$ cat src/rtl/sgpio_led_decode.sv
`default_nettype none
// ============================================================================
//  Module      : sgpio_led_decode
//  Description : Filters SGPIO parallel frames and decodes per-drive
//                activity/locate/fail LEDs with activity stretch and timeout.
//  Revision    : 1.0 - initial release
// ============================================================================
module sgpio_led_decode #(
    parameter int IN_BYTE_REGS  = 1,
    parameter int DRIVES        = 2,
    parameter int FILTER_FRAMES = 2,
    parameter int ACT_STRETCH   = 4,
    parameter int FRAME_TIMEOUT = 1024
) (
    input  logic                      iClk,
    input  logic                      iRst_n,
    input  logic                      iLoad,
    input  logic [8*IN_BYTE_REGS-1:0] iPData,
    output logic [DRIVES-1:0]         oAct,
    output logic [DRIVES-1:0]         oLoc,
    output logic [DRIVES-1:0]         oFail,
    output logic                      oFrameStb,
    output logic                      oMismatch,
    output logic                      oTimeout
);

    localparam int c_W    = 8 * IN_BYTE_REGS;
    localparam int c_VW   = 3 * DRIVES;
    localparam int c_MC_W = $clog2(FILTER_FRAMES + 1);
    localparam int c_ST_W = (ACT_STRETCH > 0) ? $clog2(ACT_STRETCH + 1) : 1;
    localparam int c_TO_W = (FRAME_TIMEOUT > 0) ? $clog2(FRAME_TIMEOUT + 1) : 1;
    localparam logic [c_MC_W-1:0] c_FILT    = c_MC_W'(FILTER_FRAMES);
    localparam logic [c_ST_W-1:0] c_STRETCH = c_ST_W'(ACT_STRETCH);

    typedef enum logic [0:0] {
        SYNC   = 1'b0,
        ACTIVE = 1'b1
    } state_t;

    state_t              r_state;
    state_t              w_stateNext;
    logic                r_loadDly;
    logic                r_sampleStb;
    logic                w_frameEvt;
    logic [DRIVES-1:0]   w_act;
    logic [DRIVES-1:0]   w_loc;
    logic [DRIVES-1:0]   w_fail;
    logic [c_VW-1:0]     w_vec;
    logic [c_VW-1:0]     r_cand;
    logic [c_MC_W-1:0]   r_matchCnt;
    logic [c_MC_W-1:0]   w_matchNext;
    logic                w_same;
    logic                w_commit;
    logic                w_toExpire;
    logic [DRIVES-1:0]   r_act;
    logic [DRIVES-1:0]   r_loc;
    logic [DRIVES-1:0]   r_fail;
    logic [c_ST_W-1:0]   r_stretch [DRIVES];
    logic                r_frameStb;
    logic                r_mismatch;
    logic                r_timeout;
    logic                w_unused;

    // Bits past the decoded drives carry no meaning for this block.
    assign w_unused = ^iPData;

    assign w_frameEvt = ~iLoad & r_loadDly;

    always_ff @(posedge iClk or negedge iRst_n) begin
        if (!iRst_n) begin
            r_loadDly   <= 1'b1;
            r_sampleStb <= 1'b0;
        end else begin
            r_loadDly   <= iLoad;
            r_sampleStb <= w_frameEvt;
        end
    end

    // Drive d occupies three bits counted down from the MSB: act, loc, fail.
    for (genvar d = 0; d < DRIVES; d++) begin : g_field
        assign w_act[d]          = iPData[c_W-1-3*d];
        assign w_loc[d]          = iPData[c_W-2-3*d];
        assign w_fail[d]         = iPData[c_W-3-3*d];
        assign w_vec[3*d +: 3]   = {w_act[d], w_loc[d], w_fail[d]};
    end

    assign w_same      = (w_vec == r_cand);
    assign w_matchNext = !w_same ? c_MC_W'(1) :
                         (r_matchCnt == c_FILT) ? c_FILT : r_matchCnt + 1'b1;
    assign w_commit    = r_sampleStb && (w_matchNext == c_FILT);

    if (FRAME_TIMEOUT != 0) begin : g_timeout
        localparam logic [c_TO_W-1:0] c_TO_LAST = c_TO_W'(FRAME_TIMEOUT - 1);
        logic [c_TO_W-1:0] r_toCnt;
        logic              r_toHold;

        // A sample in the expiry cycle takes priority over the timeout.
        assign w_toExpire = !r_sampleStb && !r_toHold && (r_toCnt == c_TO_LAST);

        always_ff @(posedge iClk or negedge iRst_n) begin
            if (!iRst_n) begin
                r_toCnt  <= '0;
                r_toHold <= 1'b0;
            end else if (r_sampleStb) begin
                r_toCnt  <= '0;
                r_toHold <= 1'b0;
            end else if (w_toExpire) begin
                r_toCnt  <= '0;
                r_toHold <= 1'b1;
            end else if (!r_toHold) begin
                r_toCnt  <= r_toCnt + 1'b1;
            end
        end
    end else begin : g_noTimeout
        assign w_toExpire = 1'b0;
    end

    always_ff @(posedge iClk or negedge iRst_n) begin
        if (!iRst_n) begin
            r_cand     <= '0;
            r_matchCnt <= '0;
            r_loc      <= '0;
            r_fail     <= '0;
            r_frameStb <= 1'b0;
            r_mismatch <= 1'b0;
            r_timeout  <= 1'b0;
        end else begin
            r_frameStb <= 1'b0;
            r_mismatch <= 1'b0;
            r_timeout  <= w_toExpire;
            if (r_sampleStb) begin
                r_cand     <= w_vec;
                r_matchCnt <= w_matchNext;
                r_mismatch <= ~w_same;
                if (w_commit) begin
                    r_loc      <= w_loc;
                    r_fail     <= w_fail;
                    r_frameStb <= 1'b1;
                end
            end else if (w_toExpire) begin
                r_cand     <= '0;
                r_matchCnt <= '0;
                r_loc      <= '0;
                r_fail     <= '0;
            end
        end
    end

    // The LED stays lit while the pre-commit stretch count is nonzero, so it
    // holds for ACT_STRETCH commits after the activity bit clears.
    always_ff @(posedge iClk or negedge iRst_n) begin
        if (!iRst_n) begin
            r_act <= '0;
            for (int d = 0; d < DRIVES; d++) begin
                r_stretch[d] <= '0;
            end
        end else if (w_commit) begin
            for (int d = 0; d < DRIVES; d++) begin
                r_act[d] <= w_act[d] | (r_stretch[d] != '0);
                if (w_act[d]) begin
                    r_stretch[d] <= c_STRETCH;
                end else if (r_stretch[d] != '0) begin
                    r_stretch[d] <= r_stretch[d] - 1'b1;
                end
            end
        end else if (w_toExpire) begin
            r_act <= '0;
            for (int d = 0; d < DRIVES; d++) begin
                r_stretch[d] <= '0;
            end
        end
    end

    always_ff @(posedge iClk or negedge iRst_n) begin
        if (!iRst_n) begin
            r_state <= SYNC;
        end else begin
            r_state <= w_stateNext;
        end
    end

    always_comb begin
        w_stateNext = r_state;
        if (w_commit) begin
            w_stateNext = ACTIVE;
        end else if (w_toExpire) begin
            w_stateNext = SYNC;
        end
    end

    assign oAct      = r_act;
    assign oLoc      = r_loc;
    assign oFail     = r_fail;
    assign oFrameStb = r_frameStb;
    assign oMismatch = r_mismatch;
    assign oTimeout  = r_timeout;

endmodule
`default_nettype wire
$ cat config.mk
export PLATFORM = sky130hd
export DESIGN_NAME = sgpio_led_decode
export DESIGN_NICKNAME = d
export VERILOG_FILES = /design/src/rtl/sgpio_led_decode.sv
export SDC_FILE = /design/constraint.sdc
export NUM_CORES = 1
export LEC_CHECK = 0
export ABC_AREA = 1
export BUFFER_PORTS_ARGS = -buffer_cell sky130_fd_sc_hd__buf_2
export CAP_MARGIN = 15
export CORE_MARGIN = 1.5
export CORE_UTILIZATION = 55
export CTS_CLUSTER_DIAMETER = 60
export DETAILED_ROUTE_END_ITERATION = 10
export PLACE_DENSITY = 0.77
export SLEW_MARGIN = 20
export SYNTH_ARGS = -nofsm -noshare
export SYNTH_HDL_FRONTEND = slang
export SYNTH_SLANG_ARGS = --single-unit
$ cat constraint.sdc
create_clock -name iClk -period 1.7 [get_ports iClk]
set_input_delay 0.34 -clock iClk [delete_from_list [all_inputs] [get_ports iClk]]
set_output_delay 0.34 -clock iClk [all_outputs]
set_load 0.1 [all_outputs]
=== Word level (Yosys, flattened, before mapping) ===
Index checks and enable logic that the tools add are counted.

* Bits in registers: 37
* Latch bits: 0
* Memory bits (writable): 0
* Bits in read-only memories: 0
* Input bits: 11
* Word-level logic and storage cells: 67
* Memories kept: 0

* Add/sub/neg operators: 4
* Multipliers: 0
* Divide/modulo/power cells: 0
* $lt $le $gt $ge: 0
* Equality and inequality tests: 8
* Shifts and indexed selects: 0
* Muxes and demuxes: 24
* Bitwise gates (word level): 5
* Reduce and logical (&&, ||, !) cells: 12

{| class="wikitable"
|+ Operators by type and width
! cell !! count
|-
| 2-to-1 mux 11 bit || 3
|-
| 2-to-1 mux 2 bit || 9
|-
| 2-to-1 mux 6 bit || 3
|-
| 2-to-1 mux 3 bit || 4
|-
| adder 11 x 1 -> 11 bit, second input constant || 1
|-
| equality test 11 x 10 -> 1 bit, second input constant || 1
|-
| equality test 6 bit || 1
|-
| inequality test 3 x 2 -> 1 bit, second input constant || 2
|-
| AND reduction 2 bit || 3
|-
| nonzero test 3 bit || 2
|-
| subtractor 3 x 1 -> 3 bit, second input constant || 2
|-
| 2-to-1 mux 1 bit || 5
|-
| equality test 2 bit, second input constant || 2
|-
| nonzero test 2 bit || 2
|-
| logical AND 1 bit || 3
|-
| inequality test 3 bit, second input constant || 1
|-
| adder 2 x 1 -> 2 bit, second input constant || 1
|-
| logical NOT 1 bit || 2
|-
| inequality test 2 x 1 -> 1 bit, second input constant || 1
|-
| inverter 1 bit || 2
|-
| OR 1 bit || 2
|-
| AND 1 bit || 1
|}

=== Logic depth before layout (Yosys ltp) ===
* Word-level depth: 7
* Depth in mapped cells: 10

=== Least setup slack after synthesis ===
Ideal clock, no wire load.

* Kind: reg-to-reg
* Start: reg g_timeout.r_toCnt[0]
* End: reg r_fail[0], in the netlist oFail[0]
* Library setup time: 0.121 ns
* Arrival: 1.400 ns
* Setup slack: 0.179 ns
* Stages on the path, launching flop included: 10
* Cell sequence: dfrtp_1 > ha_1 > inv_1 > nor2_2 > nand2_2 > nor3_4 > nand3_2 > buf_6 > nand3_1 > nand2_1

* Cells in the longest elaborated chain, start to end: 4

{| class="wikitable"
|+ Ends and longest elaborated chain
! what !! line !! RTL
|-
| start, declared || 94 || <nowiki>logic [c_TO_W-1:0] r_toCnt;</nowiki>
|-
| start signal, assigned || 111 || <nowiki>r_toCnt <= r_toCnt + 1'b1;</nowiki>
|-
| equality test 11 x 10 -> 1 bit || 98 || <nowiki>assign w_toExpire = !r_sampleStb && !r_toHold && (r_toCnt == c_TO_LAST);</nowiki>
|-
| logical AND 1 bit || 98 ||
|-
| nonzero test 2 bit (no line) || n/a ||
|-
| AND reduction 2 bit (no line) || n/a ||
|-
| end signal, assigned || 137 || <nowiki>r_fail <= w_fail;</nowiki>
|-
| end, declared || 57 || <nowiki>logic [DRIVES-1:0] r_fail;</nowiki>
|}

No other way between the ends.
A chain may end at the register's enable or synchronous reset.

=== Worst setup path after layout ===
* Start: reg g_timeout.r_toCnt[0]
* End: reg r_loc[1], in the netlist oLoc[1]

* Cells in the longest elaborated chain, start to end: 4

{| class="wikitable"
|+ Ends and longest elaborated chain
! what !! line !! RTL
|-
| equality test 11 x 10 -> 1 bit || 98 ||
|-
| logical AND 1 bit || 98 ||
|-
| nonzero test 2 bit (no line) || n/a ||
|-
| AND reduction 2 bit (no line) || n/a ||
|-
| end signal, assigned || 136 || <nowiki>r_loc <= w_loc;</nowiki>
|-
| end, declared || 56 || <nowiki>logic [DRIVES-1:0] r_loc;</nowiki>
|}

No other way between the ends.

==> metrics <==
row cnt=21; DPL Wire Length=2822 µm; final worst-path cycle share=91.19%; Netlist cell types=32; Top FF cell, synth=dfrtp_1; outcome=finished, final reports clean; cell count after synthesis=231; CTS max path bufs=2; Avg WL per Cell=11.93 µm; hold path cells=1; area of the multi-input gates=840.8 µm²; Max Cap Viol=0; share of cells above drive strength 1=22.64%; Tot GR Track Use=22.37%; Crit Reg-Reg Startpoint=g_timeout.r_toCnt[0]$_DFFE_PN0P_; vias per std cell=4.881; Final ANT Viol Nets=0; Syn. warnings=0; final WL=3709 µm; clock tree sinks=37; Initial Util=57.78%; critical path endpoint category=flop; fin nets=281; hold slack=74.98 ps; Post-route DRC=0; antenna cell count=0; cell with the most instances after synthesis=nand2_1; WP data arrival=1840 ps; R2R cell count=9; clk_lat worst skew=360 ps; crit path time final=1550 ps; pre-CTS setup slack=91.37 ps; chip width=62.44 µm; CTS H-tree depth=2; setup tns final=0 ps; Setup CP Type=reg -> reg; Seq. cell area=927.1 µm²; Synth area leaders=dfrtp_1 (46%), nand2_1 (11%), inv_1 (7.0%), nand3_1 (4.6%), nor2_1 (4.1%); I/O pins=20; core box area=3363 µm²; final worst setup slack=149.8 ps; largest net degree at the start of global routing=15; Avg Synthesized Cell Area=8.412 µm²; peak supply drop=0.0006835 V; Pwr per Cell Area=949.4 nW/µm²; sequential-to-total area share from yosys stat=47.71%; GRT overflow=0; TritonCTS clock tree=built; initial antenna violation count=0; CTS root buf=clkbuf_4; number of global-route vias before repair=1561; die area=3899 µm²; FF-to-FF setup slack=150 ps; synth cell count leaders=nand2_1 (55), dfrtp_1 (36), inv_1 (36); Detailed Route Iter0 Violations=53; CP max FO=13; FILL cells=310; clk slew on worst S/H paths=120 ps; Hold Path Class=in -> reg; Slew headroom=67.72%; post-CTS setup buffers=0; actual slew at the worst max-slew pin=487.6 ps; Lkg Pwr=1.240 nW; ys async rst share=100.0%; startpoint types=flop; Area growth, synth to finish=16.16%; area leader, netlist=dfrtp_1; Yosys reg bits=37; vias=1518; number of enable flip-flop cells after synthesis=0; final hold viol count=0; syn_nets=248; Worst Hold End=r_loadDly$_DFF_PN1_; chip height=62.44 µm; hold path start=iLoad; area share of the leading cell type in the synthesized netlist=46.36%; unrepaired setup endpoints after global routing=no; Clock Skew=13.73 ps; max frequency=645.1 MHz; I/O Buffers=17; first drt pass iteration count=4; routability-driven placement congestion ratio=0.7916; clock buffer count from CTS=5; final setup vio count=0; Netlist Area Pre-Place=1943 µm²; Worst R2R End=oLoc[1]$_DFFE_PN0P_; first-pass GRT wire length=6817 µm; CP required=1990 ps; fin. max-slew vios=0
worst max path at each step:
| stage | startpoint | end | slack [ps] | cells after the start |
|---|---|---|---|---|
| 2_1_floorplan | g_timeout.r_toCnt[0]$_DFFE_PN0P_ | oFail[0]$_DFFE_PN0P_ | 180 | 9 |
| 3_3_place_gp | g_timeout.r_toCnt[0]$_DFFE_PN0P_ | oLoc[1]$_DFFE_PN0P_ | 100 | 9 |
| 3_5_place_dp | g_timeout.r_toCnt[0]$_DFFE_PN0P_ | oLoc[1]$_DFFE_PN0P_ | 90 | 9 |
| 4_1_cts | g_timeout.r_toCnt[0]$_DFFE_PN0P_ | oLoc[1]$_DFFE_PN0P_ | 50 | 9 |
| 5_1_grt | g_timeout.r_toCnt[0]$_DFFE_PN0P_ | oLoc[1]$_DFFE_PN0P_ | 30 | 9 |
| 6_report | g_timeout.r_toCnt[0]$_DFFE_PN0P_ | oLoc[1]$_DFFE_PN0P_ | 150 | 9 |
state kept, by name, indices dropped and copies added, names as in the netlist:
signal	cells
oLoc	2
oTimeout	1
r_loadDly	1
r_sampleStb	1
oFrameStb	1
r_stretch	6
oFail	2
oMismatch	1
g_timeout.r_toHold	1
g_timeout.r_toCnt	11
r_cand	6
oAct	2
r_matchCnt	2
layout by cell type (no fill, tap or decap), types with 5 or more instances in the layout:
cell / count
nand3_1: 18
o21ai_1: 7
inv_1: 36
nor2_2: 5
nand2_1: 55
buf_4: 10
clkbuf_4: 5
ha_1: 6
nor2_1: 21
dfrtp_1: 36
buf_2: 17
cells by family after synthesis:
family	count (synthesis)	share of synthesized area, %
adders and majority gates	6	3.863
buffers and inverters	43	9.401
xor gates and xnor gates	4	1.803
DFF	37	47.71
and+or+nand+nor	124	32.45
AOI/OAI and AO/OA	17	4.765
routing by layer:
layer / share of wire, % / routed length (µm) / GRT usage, % / up-vias
met2: 49 / 1799 / 36.56 / 23
met5: 0 / 0 / 0 / -
li1: - / - / - / 795
met4: 1.7 / 64 / 9.167 / 0
met3: 3.5 / 131 / 6.306 / 7
met1: 46 / 1713 / 28.14 / 693
power breakdown:
group | leakage (nW) | switching (mW) | internal (mW)
combinational | 0.704 | 0.305 | 0.156
sequential | 0.492 | 0.0627 | 0.965
clock | 0.0445 | 0.305 | 0.349
timing repair:
action / CTS / global route
resized for setup: 0 / 1
hold buffers: 1 / 0
setup endpoints to repair: 0 / 11
hold endpoints to repair: 10 / 0
worst max-delay path, cell delays in order (launching register included):
cell and delay, ps:
dfrtp_1 380, ha_1 180, inv_1 60, nor2_2 140, nand2_2 110, nor3_4 180
nand3_4 190, nand2_2 140, nand2_1 60, nand2_1 50
layout make-up:
type                       count  area share (%)
sequential                    37           41.08
tap                           46           2.550
timing repair buffer          29           8.426
multi-input combinational    151           37.25
clock buffer                   6           2.273
inverter                      40           6.763
clock inverter                 2           1.663
metrics by stage:
| step | cells | utilization, % | cell area, µm² | total power [mW] |
|---|---|---|---|---|
| 5_1_grt | 311 | 67.11 | 2257 | 2.263 |
| 3_3_place_gp | 302 | 63.95 | 2151 | 1.479 |
| 2_1_floorplan | 231 | - | 1943 | 1.361 |
| 4_1_cts | 311 | 66.89 | 2250 | 2.154 |
| 6_report | 311 | 67.11 | 2257 | 2.143 |
| 3_5_place_dp | 302 | 63.95 | 2151 | 1.500 |
(Power assumes the default switching activity.)
